`src/rtl/fsm_step_sequencer_if.sv`:
```
// Host command port of the step sequencer.
//   cmd_valid : host offers a command
//   cmd_ready : sequencer can accept (FIFO not full and out of INIT)
//   cmd_ab    : {a,b} levels to hold on the target while the command runs
//   cmd_len   : hold length in cycles, 0 behaves as 1
// master = host side, slave = sequencer side.
interface fsm_step_sequencer_if #(
  parameter int LEN_W = 4
) ();
  logic             cmd_valid;
  logic             cmd_ready;
  logic [1:0]       cmd_ab;
  logic [LEN_W-1:0] cmd_len;

  modport master (output cmd_valid, output cmd_ab, output cmd_len, input cmd_ready);
  modport slave  (input cmd_valid, input cmd_ab, input cmd_len, output cmd_ready);
endinterface

```
`src/rtl/fsm_step_sequencer.sv`:
```
// Step sequencer for a small target FSM (inputs en/a/b, outputs s/bs/f).
// Commands {a,b,len} are queued in a FIFO and replayed onto the target with
// en=1 for len cycles each, back-to-back when the queue has more. A watchdog
// (no s/bs activity) and a terminal-state detector (f) abort the active
// command and put the target through a reset pulse.
// Ports:
//   clk, rst         clock, async active-low reset
//   cmd              command port (slave side of fsm_step_sequencer_if)
//   tgt_rst/en/a/b   registered drive to the target
//   tgt_s/bs/f       target status
//   busy             state is not IDLE
//   done             1-cycle pulse after a command completes normally
//   err_tmo          sticky watchdog flag
//   err_stuck        sticky terminal-state flag
//   err_clr          clears both sticky flags (a same-cycle set wins)
//   rec_count        number of recoveries, saturating at 255
//
// state   | meaning
// INIT    | target held in reset for RST_CYC cycles after reset release
// IDLE    | target quiet, waiting for a queued command
// DRIVE   | replaying the latched command onto the target
// RECOVER | active command aborted, target held in reset for RST_CYC cycles
module fsm_step_sequencer #(
  parameter int DEPTH   = 4,
  parameter int LEN_W   = 4,
  parameter int TMO     = 16,
  parameter int RST_CYC = 2
) (
  input  logic                 clk,
  input  logic                 rst,
  fsm_step_sequencer_if.slave  cmd,
  output logic                 tgt_rst,
  output logic                 tgt_en,
  output logic                 tgt_a,
  output logic                 tgt_b,
  input  logic                 tgt_s,
  input  logic                 tgt_bs,
  input  logic                 tgt_f,
  output logic                 busy,
  output logic                 done,
  output logic                 err_tmo,
  output logic                 err_stuck,
  input  logic                 err_clr,
  output logic [7:0]           rec_count
);

  localparam int AW   = $clog2(DEPTH);
  localparam int WD_W = $clog2(TMO + 1);
  localparam int RC_W = $clog2(RST_CYC + 1);
  localparam int EW   = 2 + LEN_W;

  typedef enum logic [1:0] {ST_INIT, ST_IDLE, ST_DRIVE, ST_RECOVER} state_t;

  state_t           state_q, state_d;
  logic [AW:0]      wr_ptr_q, wr_ptr_d;
  logic [AW:0]      rd_ptr_q, rd_ptr_d;
  logic [EW-1:0]    mem_q [DEPTH];
  logic [1:0]       ab_q, ab_d;
  logic [LEN_W-1:0] rem_q, rem_d;
  logic [WD_W-1:0]  wd_q, wd_d;
  logic [RC_W-1:0]  rc_q, rc_d;
  logic [7:0]       rec_q, rec_d;
  logic             tgt_rst_q, tgt_rst_d;
  logic             tgt_en_q, tgt_en_d;
  logic             tgt_a_q, tgt_a_d;
  logic             tgt_b_q, tgt_b_d;
  logic             done_q, done_d;
  logic             err_tmo_q, err_tmo_d;
  logic             err_stuck_q, err_stuck_d;

  logic             push, pop, empty, full, activity;
  logic             set_tmo, set_stuck, enter_rec;
  logic [AW:0]      occ;
  logic [1:0]       head_ab;
  logic [LEN_W-1:0] head_len, head_len_eff;

  // Pointers carry one extra wrap bit so full and empty are distinguishable.
  assign occ           = wr_ptr_q - rd_ptr_q;
  assign empty         = (occ == '0);
  assign full          = (occ == (AW+1)'(DEPTH));
  assign cmd.cmd_ready = !full && (state_q != ST_INIT);
  assign push          = cmd.cmd_valid && cmd.cmd_ready;
  assign {head_ab, head_len} = mem_q[rd_ptr_q[AW-1:0]];
  assign head_len_eff  = (head_len == '0) ? LEN_W'(1) : head_len;
  assign activity      = tgt_s | tgt_bs;

  always_ff @(posedge clk) begin
    if (push) mem_q[wr_ptr_q[AW-1:0]] <= {cmd.cmd_ab, cmd.cmd_len};
  end

  always_comb begin
    state_d   = state_q;
    ab_d      = ab_q;
    rem_d     = rem_q;
    wd_d      = wd_q;
    rc_d      = rc_q;
    rec_d     = rec_q;
    pop       = 1'b0;
    done_d    = 1'b0;
    set_tmo   = 1'b0;
    set_stuck = 1'b0;
    enter_rec = 1'b0;

    case (state_q)
      ST_INIT, ST_RECOVER: begin
        if (rc_q == '0) state_d = ST_IDLE;
        else            rc_d    = rc_q - RC_W'(1);
      end
      ST_IDLE: begin
        if (tgt_f) begin
          set_stuck = 1'b1;
          enter_rec = 1'b1;
        end else if (!empty) begin
          pop     = 1'b1;
          ab_d    = head_ab;
          rem_d   = head_len_eff;
          wd_d    = '0;
          state_d = ST_DRIVE;
        end
      end
      ST_DRIVE: begin
        // Errors take precedence over completion, so no done and no pop.
        if (tgt_f) begin
          set_stuck = 1'b1;
          enter_rec = 1'b1;
        end else if (!activity && (wd_q == WD_W'(TMO - 1))) begin
          set_tmo   = 1'b1;
          enter_rec = 1'b1;
        end else begin
          wd_d = activity ? '0 : wd_q + WD_W'(1);
          if (rem_q == LEN_W'(1)) begin
            done_d = 1'b1;
            if (!empty) begin
              pop   = 1'b1;
              ab_d  = head_ab;
              rem_d = head_len_eff;
              wd_d  = '0;
            end else begin
              state_d = ST_IDLE;
            end
          end else begin
            rem_d = rem_q - LEN_W'(1);
          end
        end
      end
      default: state_d = ST_INIT;
    endcase

    if (enter_rec) begin
      state_d = ST_RECOVER;
      rc_d    = RC_W'(RST_CYC - 1);
      if (rec_q != 8'hFF) rec_d = rec_q + 8'd1;
    end

    wr_ptr_d    = wr_ptr_q + (AW+1)'(push);
    rd_ptr_d    = rd_ptr_q + (AW+1)'(pop);
    err_tmo_d   = set_tmo   | (err_tmo_q   & ~err_clr);
    err_stuck_d = set_stuck | (err_stuck_q & ~err_clr);

    // Target drive is computed from the next state so it lines up with it.
    tgt_rst_d = (state_d == ST_INIT) || (state_d == ST_RECOVER);
    tgt_en_d  = (state_d == ST_DRIVE);
    tgt_a_d   = tgt_en_d & ab_d[1];
    tgt_b_d   = tgt_en_d & ab_d[0];
  end

  always_ff @(posedge clk or negedge rst) begin
    if (!rst) begin
      state_q     <= ST_INIT;
      wr_ptr_q    <= '0;
      rd_ptr_q    <= '0;
      ab_q        <= '0;
      rem_q       <= '0;
      wd_q        <= '0;
      rc_q        <= RC_W'(RST_CYC - 1);
      rec_q       <= '0;
      tgt_rst_q   <= 1'b1;
      tgt_en_q    <= 1'b0;
      tgt_a_q     <= 1'b0;
      tgt_b_q     <= 1'b0;
      done_q      <= 1'b0;
      err_tmo_q   <= 1'b0;
      err_stuck_q <= 1'b0;
    end else begin
      state_q     <= state_d;
      wr_ptr_q    <= wr_ptr_d;
      rd_ptr_q    <= rd_ptr_d;
      ab_q        <= ab_d;
      rem_q       <= rem_d;
      wd_q        <= wd_d;
      rc_q        <= rc_d;
      rec_q       <= rec_d;
      tgt_rst_q   <= tgt_rst_d;
      tgt_en_q    <= tgt_en_d;
      tgt_a_q     <= tgt_a_d;
      tgt_b_q     <= tgt_b_d;
      done_q      <= done_d;
      err_tmo_q   <= err_tmo_d;
      err_stuck_q <= err_stuck_d;
    end
  end

  assign tgt_rst   = tgt_rst_q;
  assign tgt_en    = tgt_en_q;
  assign tgt_a     = tgt_a_q;
  assign tgt_b     = tgt_b_q;
  assign done      = done_q;
  assign err_tmo   = err_tmo_q;
  assign err_stuck = err_stuck_q;
  assign rec_count = rec_q;
  assign busy      = (state_q != ST_IDLE);

endmodule

```
`src/flat_wrapper.sv`:
```
// flat-port wrapper written by rule: the top's interface ports become plain ports
module fsm_step_sequencer_flat 
#(
  parameter int DEPTH   = 4,
  parameter int LEN_W   = 4,
  parameter int TMO     = 16,
  parameter int RST_CYC = 2
)
  (clk, rst, tgt_rst, tgt_en, tgt_a, tgt_b, tgt_s, tgt_bs, tgt_f, busy, done, err_tmo, err_stuck, err_clr, rec_count, cmd_cmd_valid, cmd_cmd_ab, cmd_cmd_len, cmd_cmd_ready);
  fsm_step_sequencer_if #(.LEN_W(LEN_W)) cmd_i ();
  input  logic clk;
  input  logic rst;
  output logic tgt_rst;
  output logic tgt_en;
  output logic tgt_a;
  output logic tgt_b;
  input  logic tgt_s;
  input  logic tgt_bs;
  input  logic tgt_f;
  output logic busy;
  output logic done;
  output logic err_tmo;
  output logic err_stuck;
  input  logic err_clr;
  output logic [7:0] rec_count;
  input wire logic [$bits(cmd_i.cmd_valid)-1:0] cmd_cmd_valid;
  input wire logic [$bits(cmd_i.cmd_ab)-1:0] cmd_cmd_ab;
  input wire logic [$bits(cmd_i.cmd_len)-1:0] cmd_cmd_len;
  output wire logic [$bits(cmd_i.cmd_ready)-1:0] cmd_cmd_ready;
  assign cmd_i.cmd_valid = cmd_cmd_valid;
  assign cmd_i.cmd_ab = cmd_cmd_ab;
  assign cmd_i.cmd_len = cmd_cmd_len;
  assign cmd_cmd_ready = cmd_i.cmd_ready;
  fsm_step_sequencer #(.DEPTH(DEPTH), .LEN_W(LEN_W), .TMO(TMO), .RST_CYC(RST_CYC)) u_core (.clk(clk), .rst(rst), .cmd(cmd_i), .tgt_rst(tgt_rst), .tgt_en(tgt_en), .tgt_a(tgt_a), .tgt_b(tgt_b), .tgt_s(tgt_s), .tgt_bs(tgt_bs), .tgt_f(tgt_f), .busy(busy), .done(done), .err_tmo(err_tmo), .err_stuck(err_stuck), .err_clr(err_clr), .rec_count(rec_count));
endmodule
```
`config.mk`:
```
export PLATFORM = sky130hd
export DESIGN_NAME = fsm_step_sequencer_flat
export DESIGN_NICKNAME = d
export VERILOG_FILES = /design/src/rtl/fsm_step_sequencer_if.sv /design/src/rtl/fsm_step_sequencer.sv /design/src/flat_wrapper.sv
export SDC_FILE = /design/constraint.sdc
export NUM_CORES = 1
export LEC_CHECK = 0
export BUFFER_PORTS_ARGS = -buffer_cell sky130_fd_sc_hd__buf_2
export CORE_UTILIZATION = 50
export DETAILED_ROUTE_END_ITERATION = 7
export PLACE_DENSITY_LB_ADDON = 0.15
export REMOVE_ABC_BUFFERS = 1
export SLEW_MARGIN = 10
export SYNTH_ARGS = -nofsm -noshare
export SYNTH_HDL_FRONTEND = slang
export SYNTH_SLANG_ARGS = --single-unit
```
`constraint.sdc`:
```
create_clock -name clk -period 3.8 [get_ports clk]
set_input_delay 1.14 -clock clk [delete_from_list [all_inputs] [get_ports clk]]
set_output_delay 1.14 -clock clk [all_outputs]
set_load 0.01 [all_outputs]
```
==> results of run 1 <==
==> cell families after synthesis <==
family,after synthesis
simple gates,70
fa+ha+maj,16
buf+inv,28
xor+xnor,13
mux,10
flops,60
compound gates,45
==> area by class of cell <==
type | count | area [µm²] | share of cell area, %
Clock buffer | 9 | 124 | 3.68
Multi-Input combinational cell | 154 | 1220 | 36.4
Sequential cell | 60 | 1620 | 48.2
Inverter | 19 | 71.3 | 2.12
Timing Repair Buffer | 31 | 160 | 4.75
Tap cell | 72 | 90.1 | 2.67
Clock inverter | 7 | 75.1 | 2.23
==> routing by layer <==
metal / wire length, µm / track usage [%] / share of wire [%] / vias up
li1: - / - / - / 967
met1: 2680 / 27.1 / 50 / 936
met2: 2340 / 27.6 / 44 / 39
met3: 223 / 4.94 / 4.2 / 8
met4: 87 / 8.73 / 1.6 / 0
met5: 0 / 0 / 0 / -
==> power groups by stage <==
| stage | clock (mW) | sequential [mW] | combinational [mW] |
|---|---|---|---|
| after floorplan | 0 | 1.02 | 0.863 |
| after global placement | 0 | 1.04 | 1.17 |
| after detailed placement | 0 | 1.04 | 1.18 |
| after CTS | 0.582 | 1.03 | 1.19 |
| after global routing | 0.612 | 1.05 | 1.34 |
| final | 0.570 | 1.03 | 1.18 |
==> path summary, 6_finish.rpt <==
kind	to	slack [ns]	startpoint	cells after the start
max	cmd_cmd_ready	0.40	u_core.rd_ptr_q[1]	6
min	u_core.rem_q[3]	0.49	u_core.rem_q[3]	1
max reg2reg	u_core.tgt_b	1.13	u_core.rd_ptr_q[0]	9
min reg2reg	u_core.rem_q[3]	0.49	u_core.rem_q[3]	1
max in group asynchronous	u_core.wr_ptr_q[0]	2.41	rst	1
min in group asynchronous	u_core.rem_q[1]	0.88	rst	1
==> through the flow <==
stage,utilization (%),instances,instance area (µm²)
after floorplan,-,233,2920
after global placement,56.2,336,3170
after detailed placement,56.2,336,3170
after CTS,59.7,352,3370
after global routing,59.7,352,3370
final,59.7,352,3370
==> cells in the final DEF, fill, tap and decap left out, types with 6 or more instances in the layout <==
cell type / netlist / layout
and3_1: 7 / 7
clkbuf_8: 2 / 9
inv_1: 18 / 18
nand3_1: 10 / 10
edfxtp_1: 24 / 24
nand2_1: 18 / 18
xnor2_1: 7 / 7
dfrtp_1: 34 / 34
mux4_2: 6 / 6
ha_1: 16 / 16
nor2_1: 6 / 6
buf_2: 1 / 29
a31oi_1: 9 / 9
o21ai_0: 9 / 9
==> sequential cells by signal, indices dropped and copies added (netlist names) <==
register and cells:
u_core.tgt_b 1, u_core.mem_q 24, u_core.err_tmo 1, u_core.wd_q 5
u_core.ab_q 2, u_core.tgt_rst 1, u_core.done 1, u_core.tgt_en 1
u_core.state_q 2, u_core.rem_q 4, u_core.wr_ptr_q 3, u_core.rc_q 2
u_core.rd_ptr_q 3, u_core.err_stuck 1, u_core.rec_count 8, u_core.tgt_a 1
==> results.json, run 1 <==
{
  "outcome": "completed",
  "worstSetupPathType": "reg -> out",
  "max-vdd-ir-drop_mv": 0.467,
  "power-per-cell-area_nw_per_um2": 823,
  "finalClockSkew_ns": 0.0102,
  "hold_slack_ns": 0.488,
  "critical_path_required_ns": 2.66,
  "track_usage_pct": 19.2,
  "async_flop_share_pct": 60.0,
  "clock.fmax_mhz": 294,
  "hold_viol": 0,
  "cpMaxStageDelayCell": "dfrtp_1",
  "die-area_um2": 6270,
  "syn_inst": 242,
  "synthMuxAreaShare_pct": 6.00,
  "p_leak_nw": 1.46,
  "ys_warn_count": 0,
  "finalSetupViolCount": 0,
  "synthTopCellsByArea": "dfrtp_1, edfxtp_1, ha_1, mux4_2, inv_1",
  "p_sw_share_pct": 40.2,
  "fillers": 459,
  "yosysTopAreaCell": "dfrtp_1",
  "initialDrtViolationCount": 132,
  "yosys.area_share.simple_pct": 13.5,
  "drt-total-wl_um": 5330,
  "fin_crit_ns": 3.40,
  "cp_top_family": "flip-flops",
  "ctsLongestPathBuffers": 2,
  "critical_path.cell_chain": "inv_1 > ha_1 > nor2b_1 > xor2_1 > a21oi_1 > buf_2",
  "cp.arrival_ns": 2.26,
  "grt-ovfl-total": 0,
  "htree_levels": 3,
  "synth_top_area_share_pct": 28.5,
  "cts_sinks": 60,
  "routed_via_density": 5.54,
  "ios": 30,
  "p_seq_share_pct": 37.0,
  "ctsResizeCount": 0,
  "fin_ws_ns": 0.400,
  "synth_top_family_by_area": "simple AND/OR/NAND/NOR gates",
  "p_clk_share_pct": 20.5,
  "grt_antenna_before_repair": 0,
  "tightest_slew_ns": 0.789,
  "synth_edf_count": 24,
  "post-synth-top-count-cell": "dfrtp_1",
  "p_int_mw": 1.66,
  "drt_pass1_iterations": 4,
  "synth_common_cells": "dfrtp_1, edfxtp_1, inv_1, nand2_1, ha_1",
  "combPwrFrac_pct": 42.5,
  "coreArea_um2": 5640,
  "drc": 0,
  "critPathMaxFanout": 8,
  "grt_pass1_vias": 1870,
  "hold_buffers": 0,
  "synth_area_um2": 2980,
  "max-cap-violations": 0,
  "grt_pass1_wl_um": 8830,
  "avgSynthCellArea_um2": 12.3,
  "slowest_delay_ns": 0.54,
  "die_w_um": 79.2,
  "n_antenna_cell": 0,
  "synthXorXnorAreaFrac_pct": 4.07,
  "p_sw_mw": 1.11,
  "insertion_delay_ns": 0.34,
  "synthAdderAreaFrac_pct": 6.72,
  "synth_compound_area_share_pct": 10.8,
  "fin_tns_setup_ns": 0,
  "slew_viol_final": 0,
  "die_h_um": 79.2,
  "hold_path_class": "reg -> reg",
  "post_cts_buffers": 0,
  "ant_nets": 0,
  "synth.distinct_cells": 57,
  "io_buffer_count": 29,
  "ys.flop_type": "dfrtp_1",
  "rows": 27,
  "gp_congestion": 0.759,
  "root_buffer": "clkbuf_8",
  "fin_crit_sh_pct": 89.5,
  "layout-drive-gt1-share_pct": 24.6,
  "routedWlPerCell_um": 15.1,
  "ys_seq_area_share_pct": 54.5,
  "hpwl_um": 3820,
  "path_clk_slew_ns": 0.07,
  "fin_nets": 304,
  "numCtsBuffers": 9,
  "rsz0062_at_grt": "false",
  "post-place-ws_ns": 0.759,
  "grt_max_degree": 37,
  "syn_to_final_growth_pct": 13.1,
  "cp_num_buf_inv": 2,
  "startpoint_type": "flip-flop",
  "synth-seq-cells": 60,
  "relSlewSlack_pct": 47.4,
  "cp-end-kind": "output pin",
  "initial_utilization_pct": 52.8,
  "cts_tree": "built",
  "p_total_mw": 2.77,
  "vias": 1950
}
Power figures use the tool's default switching activity.
==> run 2: changes to the inputs <==
ABC_AREA = 1   (was default)
CAP_MARGIN = 40   (was default)
==> run 2 against run 1 <==
Clock-buffer cell count up 3. Register-to-register slack worse by 0.04 ns. Largest cell class unchanged. Via count up 19%. Critical path type unchanged. Synthesized area up 3.2%. Clock power up 7.0%. Critical endpoint unchanged.
==> results.json, run 2 <==
{
  "grt_pass1_wl_um": 9420,
  "synth.distinct_cells": 32,
  "finalClockSkew_ns": 0.00695,
  "worstSetupPathType": "reg -> out",
  "power-per-cell-area_nw_per_um2": 860,
  "synth_common_cells": "nand2_1, inv_1, dfrtp_1",
  "clock.fmax_mhz": 317,
  "syn_inst": 332,
  "critPathMaxFanout": 8,
  "max-vdd-ir-drop_mv": 0.391,
  "initialDrtViolationCount": 181,
  "die-area_um2": 6470,
  "yosysTopAreaCell": "dfrtp_1",
  "grt-ovfl-total": 0,
  "fin_crit_sh_pct": 82.9,
  "p_seq_share_pct": 34.2,
  "cts_sinks": 60,
  "cp-end-kind": "output pin",
  "p_clk_share_pct": 20.1,
  "htree_levels": 3,
  "fin_area_um2": 3520,
  "async_flop_share_pct": 60.0,
  "ios": 30,
  "synthTopCellsByArea": "dfrtp_1, edfxtp_1, nand2_1, ha_1, inv_1",
  "numCtsBuffers": 9,
  "initial_utilization_pct": 52.0,
  "cpMaxStageDelayCell": "dfrtp_1",
  "post-synth-top-count-cell": "nand2_1",
  "slew_viol_final": 0,
  "die_w_um": 80.4,
  "max-cap-violations": 0,
  "startpoint_type": "flip-flop",
  "fin_nets": 400,
  "avgSynthCellArea_um2": 9.27,
  "layout_common_cells": "nand2_1, inv_1, dfrtp_1",
  "drc": 0,
  "combPwrFrac_pct": 45.7,
  "critical_path.cell_chain": "inv_1 > ha_1 > nand2_1 > nand2_1 > nand2_4 > nand2_1 > a21o_1 > inv_1 > buf_2",
  "ys.flop_type": "dfrtp_1",
  "synth_edf_count": 24,
  "p_leak_nw": 1.73,
  "p_total_mw": 3.03,
  "finalSetupViolCount": 0,
  "hold_viol": 0,
  "routed_via_density": 5.15,
  "hpwl_um": 4150,
  "hold_path_class": "reg -> reg",
  "synth_area_um2": 3080,
  "synth_top_area_share_pct": 27.7,
  "cp.arrival_ns": 2.01,
  "die_h_um": 80.4,
  "crit_top_cell": "nand2_1",
  "outcome": "completed",
  "synth-seq-cells": 60,
  "syn_to_final_growth_pct": 14.5,
  "layout-drive-gt1-share_pct": 19.1,
  "coreArea_um2": 5920,
  "gp_congestion": 0.799,
  "drt_pass1_iterations": 4,
  "relSlewSlack_pct": 43.6,
  "hold_buffers": 0,
  "track_usage_pct": 19.8,
  "ant_nets": 0,
  "tightest_slew_ns": 0.840,
  "p_sw_mw": 1.28,
  "p_int_mw": 1.74,
  "layout_commonest_cell": "nand2_1",
  "fin_tns_setup_ns": 0,
  "root_buffer": "clkbuf_8",
  "slowest_delay_ns": 0.47,
  "post_cts_buffers": 0,
  "ys_warn_count": 0,
  "rows": 28,
  "io_buffer_count": 29,
  "n_antenna_cell": 0,
  "ctsLongestPathBuffers": 2,
  "drt-total-wl_um": 5590,
  "dpl_cell_area_um2": 3310,
  "ys_seq_area_share_pct": 52.8,
  "vias": 2324,
  "grt_pass1_vias": 2137,
  "routedWlPerCell_um": 12.4,
  "grt_antenna_before_repair": 0,
  "p_sw_share_pct": 42.4,
  "critical_path_required_ns": 2.66,
  "hold_slack_ns": 0.506,
  "grt_max_degree": 37,
  "cp_num_buf_inv": 3,
  "rsz0062_at_grt": "false",
  "fillers": 523,
  "ctsResizeCount": 0,
  "largest_reg_flops": 24,
  "cp_top_family": "flip-flops",
  "path_clk_slew_ns": 0.06,
  "fin_crit_ns": 3.15,
  "cts_tree": "built",
  "insertion_delay_ns": 0.33
}
run 2: cells by family (layout without fill, tap and decap cells):
| group | count (synthesis) | in the layout | synth area share [%] |
|---|---|---|---|
| flip-flops | 60 | 60 | 52.8 |
| AND/OR/NAND/NOR | 142 | 142 | 21.7 |
| buffers and inverters | 58 | 102 | 7.44 |
| AO/OA/AOI/OAI | 44 | 44 | 8.09 |
| adder cells (fa/ha/maj) | 16 | 16 | 6.51 |
| XOR/XNOR | 11 | 11 | 3.13 |
| multiplexers | 1 | 1 | 0.325 |
run 2: layer usage:
metal | routed length, µm | vias to the layer above | global-route usage, %
li1 | - | 1161 | -
met1 | 2670 | 1098 | 25.9
met2 | 2570 | 54 | 30.5
met3 | 236 | 11 | 4.55
met4 | 110 | 0 | 10.2
met5 | 0 | - | 0
run 2: final cells by class:
type | instances | area (µm²) | area share [%]
Clock buffer | 12 | 135 | 3.84
Clock inverter | 4 | 75.1 | 2.13
Inverter | 55 | 211 | 6.00
Multi-Input combinational cell | 214 | 1220 | 34.7
Sequential cell | 60 | 1620 | 46.1
Tap cell | 75 | 93.8 | 2.66
Timing Repair Buffer | 31 | 160 | 4.55
run 2: path summary, 6_finish.rpt:
check | start | endpoint | slack (ns) | depth (start not counted)
min | u_core.rem_q[1] | u_core.rem_q[1] | 0.51 | 2
max | u_core.rd_ptr_q[1] | cmd_cmd_ready | 0.65 | 9
max reg2reg | u_core.rd_ptr_q[1] | u_core.mem_q[2][4] | 1.09 | 10
min in group asynchronous | rst | u_core.rem_q[0] | 0.89 | 1
min reg2reg | u_core.rem_q[1] | u_core.rem_q[1] | 0.51 | 2
max in group asynchronous | rst | u_core.rd_ptr_q[2] | 2.41 | 1
run 2: power groups by stage:
stage / sequential, mW / combinational (mW) / clock (mW)
final: 1.03 / 1.38 / 0.610
after global routing: 1.06 / 1.59 / 0.648
after CTS: 1.03 / 1.39 / 0.621
after detailed placement: 1.05 / 1.38 / 0
after global placement: 1.04 / 1.36 / 0
after floorplan: 1.03 / 1.05 / 0
run 2: worst register-to-register path, delay by kind of cell (launching register included):
family	cells	cell delay [ns]
buffers and inverters	2	0.24
AND/OR/NAND/NOR	6	1.12
AO/OA/AOI/OAI	1	0.15
flip-flops	1	0.47
adder cells (fa/ha/maj)	1	0.36
run 2: stage by stage:
step / instances / util (%) / worst slack (ns)
4_1_cts: 451 / 59.5 / 0.646
5_1_grt: 451 / 59.5 / 0.496
3_5_place_dp: 435 / 56.0 / 1.02
3_3_place_gp: 435 / 56.0 / 1.07
6_report: 451 / 59.5 / 0.649
2_1_floorplan: 329 / - / 1.28
==> run 3: changes to the inputs <==
clock period = 3.15 ns   (was 3.8 ns; I/O delays follow)
==> run 3 against run 2 <==
Core utilization fell by 0.44 points. Critical path depth fell by 1. Sequential share of layout area rose by 0.35 points. Cell count rose by 0.44%. Total power rose by 16%. Clock-buffer cell count fell by 1. First-iteration DRC count fell by 35%. Global-route usage rose by 0.59 points. Critical path type unchanged. Largest cell class unchanged. Largest power group unchanged.
==> results.json, run 3 (synthesis gave the netlist of run 2 again) <==
{
  "outcome": "completed",
  "layout_commonest_cell": "nand2_1",
  "routed_via_density": 5.03,
  "critical_path.cell_chain": "inv_1 > ha_1 > a21oi_1 > nand2_2 > nand2_1 > a21o_1 > inv_1 > buf_2",
  "die-area_um2": 6470,
  "root_buffer": "clkbuf_8",
  "finalClockSkew_ns": 0.00540,
  "hold_viol": 0,
  "grt_pass1_vias": 2243,
  "hold_buffers": 0,
  "finalSetupViolCount": 0,
  "hold_slack_ns": 0.504,
  "startpoint_type": "flip-flop",
  "routedWlPerCell_um": 12.2,
  "n_antenna_cell": 0,
  "fin_crit_ns": 2.95,
  "fin_crit_sh_pct": 93.8,
  "io_buffer_count": 29,
  "post_cts_buffers": 0,
  "ant_nets": 0,
  "max-cap-violations": 0,
  "critPathMaxFanout": 8,
  "crit_top_cell": "inv_1",
  "syn_to_final_growth_pct": 13.7,
  "cp.arrival_ns": 2.01,
  "numCtsBuffers": 9,
  "initial_utilization_pct": 52.0,
  "post-place-ws_ns": 0.541,
  "rows": 28,
  "critical_path_required_ns": 2.20,
  "fin_ws_ns": 0.195,
  "grt-ovfl-total": 0,
  "gp_congestion": 0.817,
  "fillers": 537,
  "clock.fmax_mhz": 338,
  "stdcell_count": 453,
  "grt_max_degree": 37,
  "initialDrtViolationCount": 118,
  "power-per-cell-area_nw_per_um2": 1000,
  "drc": 0,
  "track_usage_pct": 20.4,
  "cpMaxStageDelayCell": "dfrtp_1",
  "drt-total-wl_um": 5530,
  "place_inst": 437,
  "grt_pass1_wl_um": 9850,
  "cts_sinks": 60,
  "ctsLongestPathBuffers": 2,
  "cp-end-kind": "output pin",
  "slowest_delay_ns": 0.46,
  "layout_common_cells": "nand2_1, inv_1, dfrtp_1",
  "ctsResizeCount": 0,
  "coreArea_um2": 5920,
  "drt_pass1_iterations": 4,
  "slew_viol_final": 0,
  "hpwl_um": 4130,
  "max-vdd-ir-drop_mv": 0.516,
  "cts_tree": "built",
  "htree_levels": 3,
  "layout-drive-gt1-share_pct": 19.6,
  "ios": 30,
  "largest_reg_flops": 24,
  "path_clk_slew_ns": 0.06,
  "relSlewSlack_pct": 45.3,
  "p_leak_nw": 1.72,
  "die_w_um": 80.4,
  "vias": 2277,
  "fin_nets": 402,
  "hold_path_class": "reg -> reg",
  "fin_tns_setup_ns": 0,
  "insertion_delay_ns": 0.33,
  "die_h_um": 80.4,
  "tightest_slew_ns": 0.821,
  "rsz0062_at_grt": "false",
  "worstSetupPathType": "reg -> out",
  "grt_antenna_before_repair": 0
}
[run 3: changes by cell type in the layout (fill, tap and decap cells not counted)]
cell | previous run | this run
clkbuf_8 | 9 | 10
clkinv_1 | 0 | 2
bufinv_16 | 2 | 0
buf_4 | 2 | 4
clkinv_2 | 0 | 1
clkbuf_1 | 3 | 1
[run 3: critical path: cells and delay by family (launching register included)]
kind / cells / cell delay [ns]
adder cells (fa/ha/maj): 1 / 0.35
buffers and inverters: 3 / 0.35
flip-flops: 1 / 0.46
AO/OA/AOI/OAI: 2 / 0.32
AND/OR/NAND/NOR: 2 / 0.19
[run 3: per-layer routing]
layer	vias to the layer above	GRT usage [%]	part of all wire [%]
met3	12	5.11	4.5
li1	1168	-	-
met5	-	0	0
met1	1052	27.1	49
met4	0	8.75	1.9
met2	45	31.4	44
[run 3: final timing paths]
check,slack (ns),cells after the start,start,endpoint
worst min register to register,0.50,1,u_core.wd_q[0],u_core.wd_q[0]
worst max register to register,0.80,12,u_core.rd_ptr_q[1],u_core.wr_ptr_q[2]
min in group asynchronous,0.70,1,rst,u_core.rem_q[1]
worst min-delay path,0.50,1,u_core.wd_q[0],u_core.wd_q[0]
max in group asynchronous,1.92,1,rst,u_core.rec_count[6]
worst max-delay path,0.20,8,u_core.rd_ptr_q[1],cmd_cmd_ready
[run 3: cell type report]
class	instances	area [µm²]	area share, %
Clock buffer	11	141	4.04
Clock inverter	5	27.5	0.787
Inverter	55	211	6.05
Multi-Input combinational cell	214	1220	35.0
Sequential cell	60	1620	46.4
Tap cell	75	93.8	2.68
Timing Repair Buffer	33	175	5.01
[run 3: metrics by stage]
stage                     util [%]  cell area [µm²]  total power, mW
after global routing          59.1             3500             3.89
after detailed placement      56.2             3330             2.95
final                         59.1             3500             3.51
after global placement        56.2             3330             2.90
after floorplan                  -             3060             2.51
after CTS                     59.1             3500             3.55
[run 3: power by group]
group | total [mW] | internal (mW) | switching [mW]
Clock | 0.585 | 0.300 | 0.285
Sequential | 1.25 | 1.07 | 0.182
Combinational | 1.67 | 0.596 | 1.08
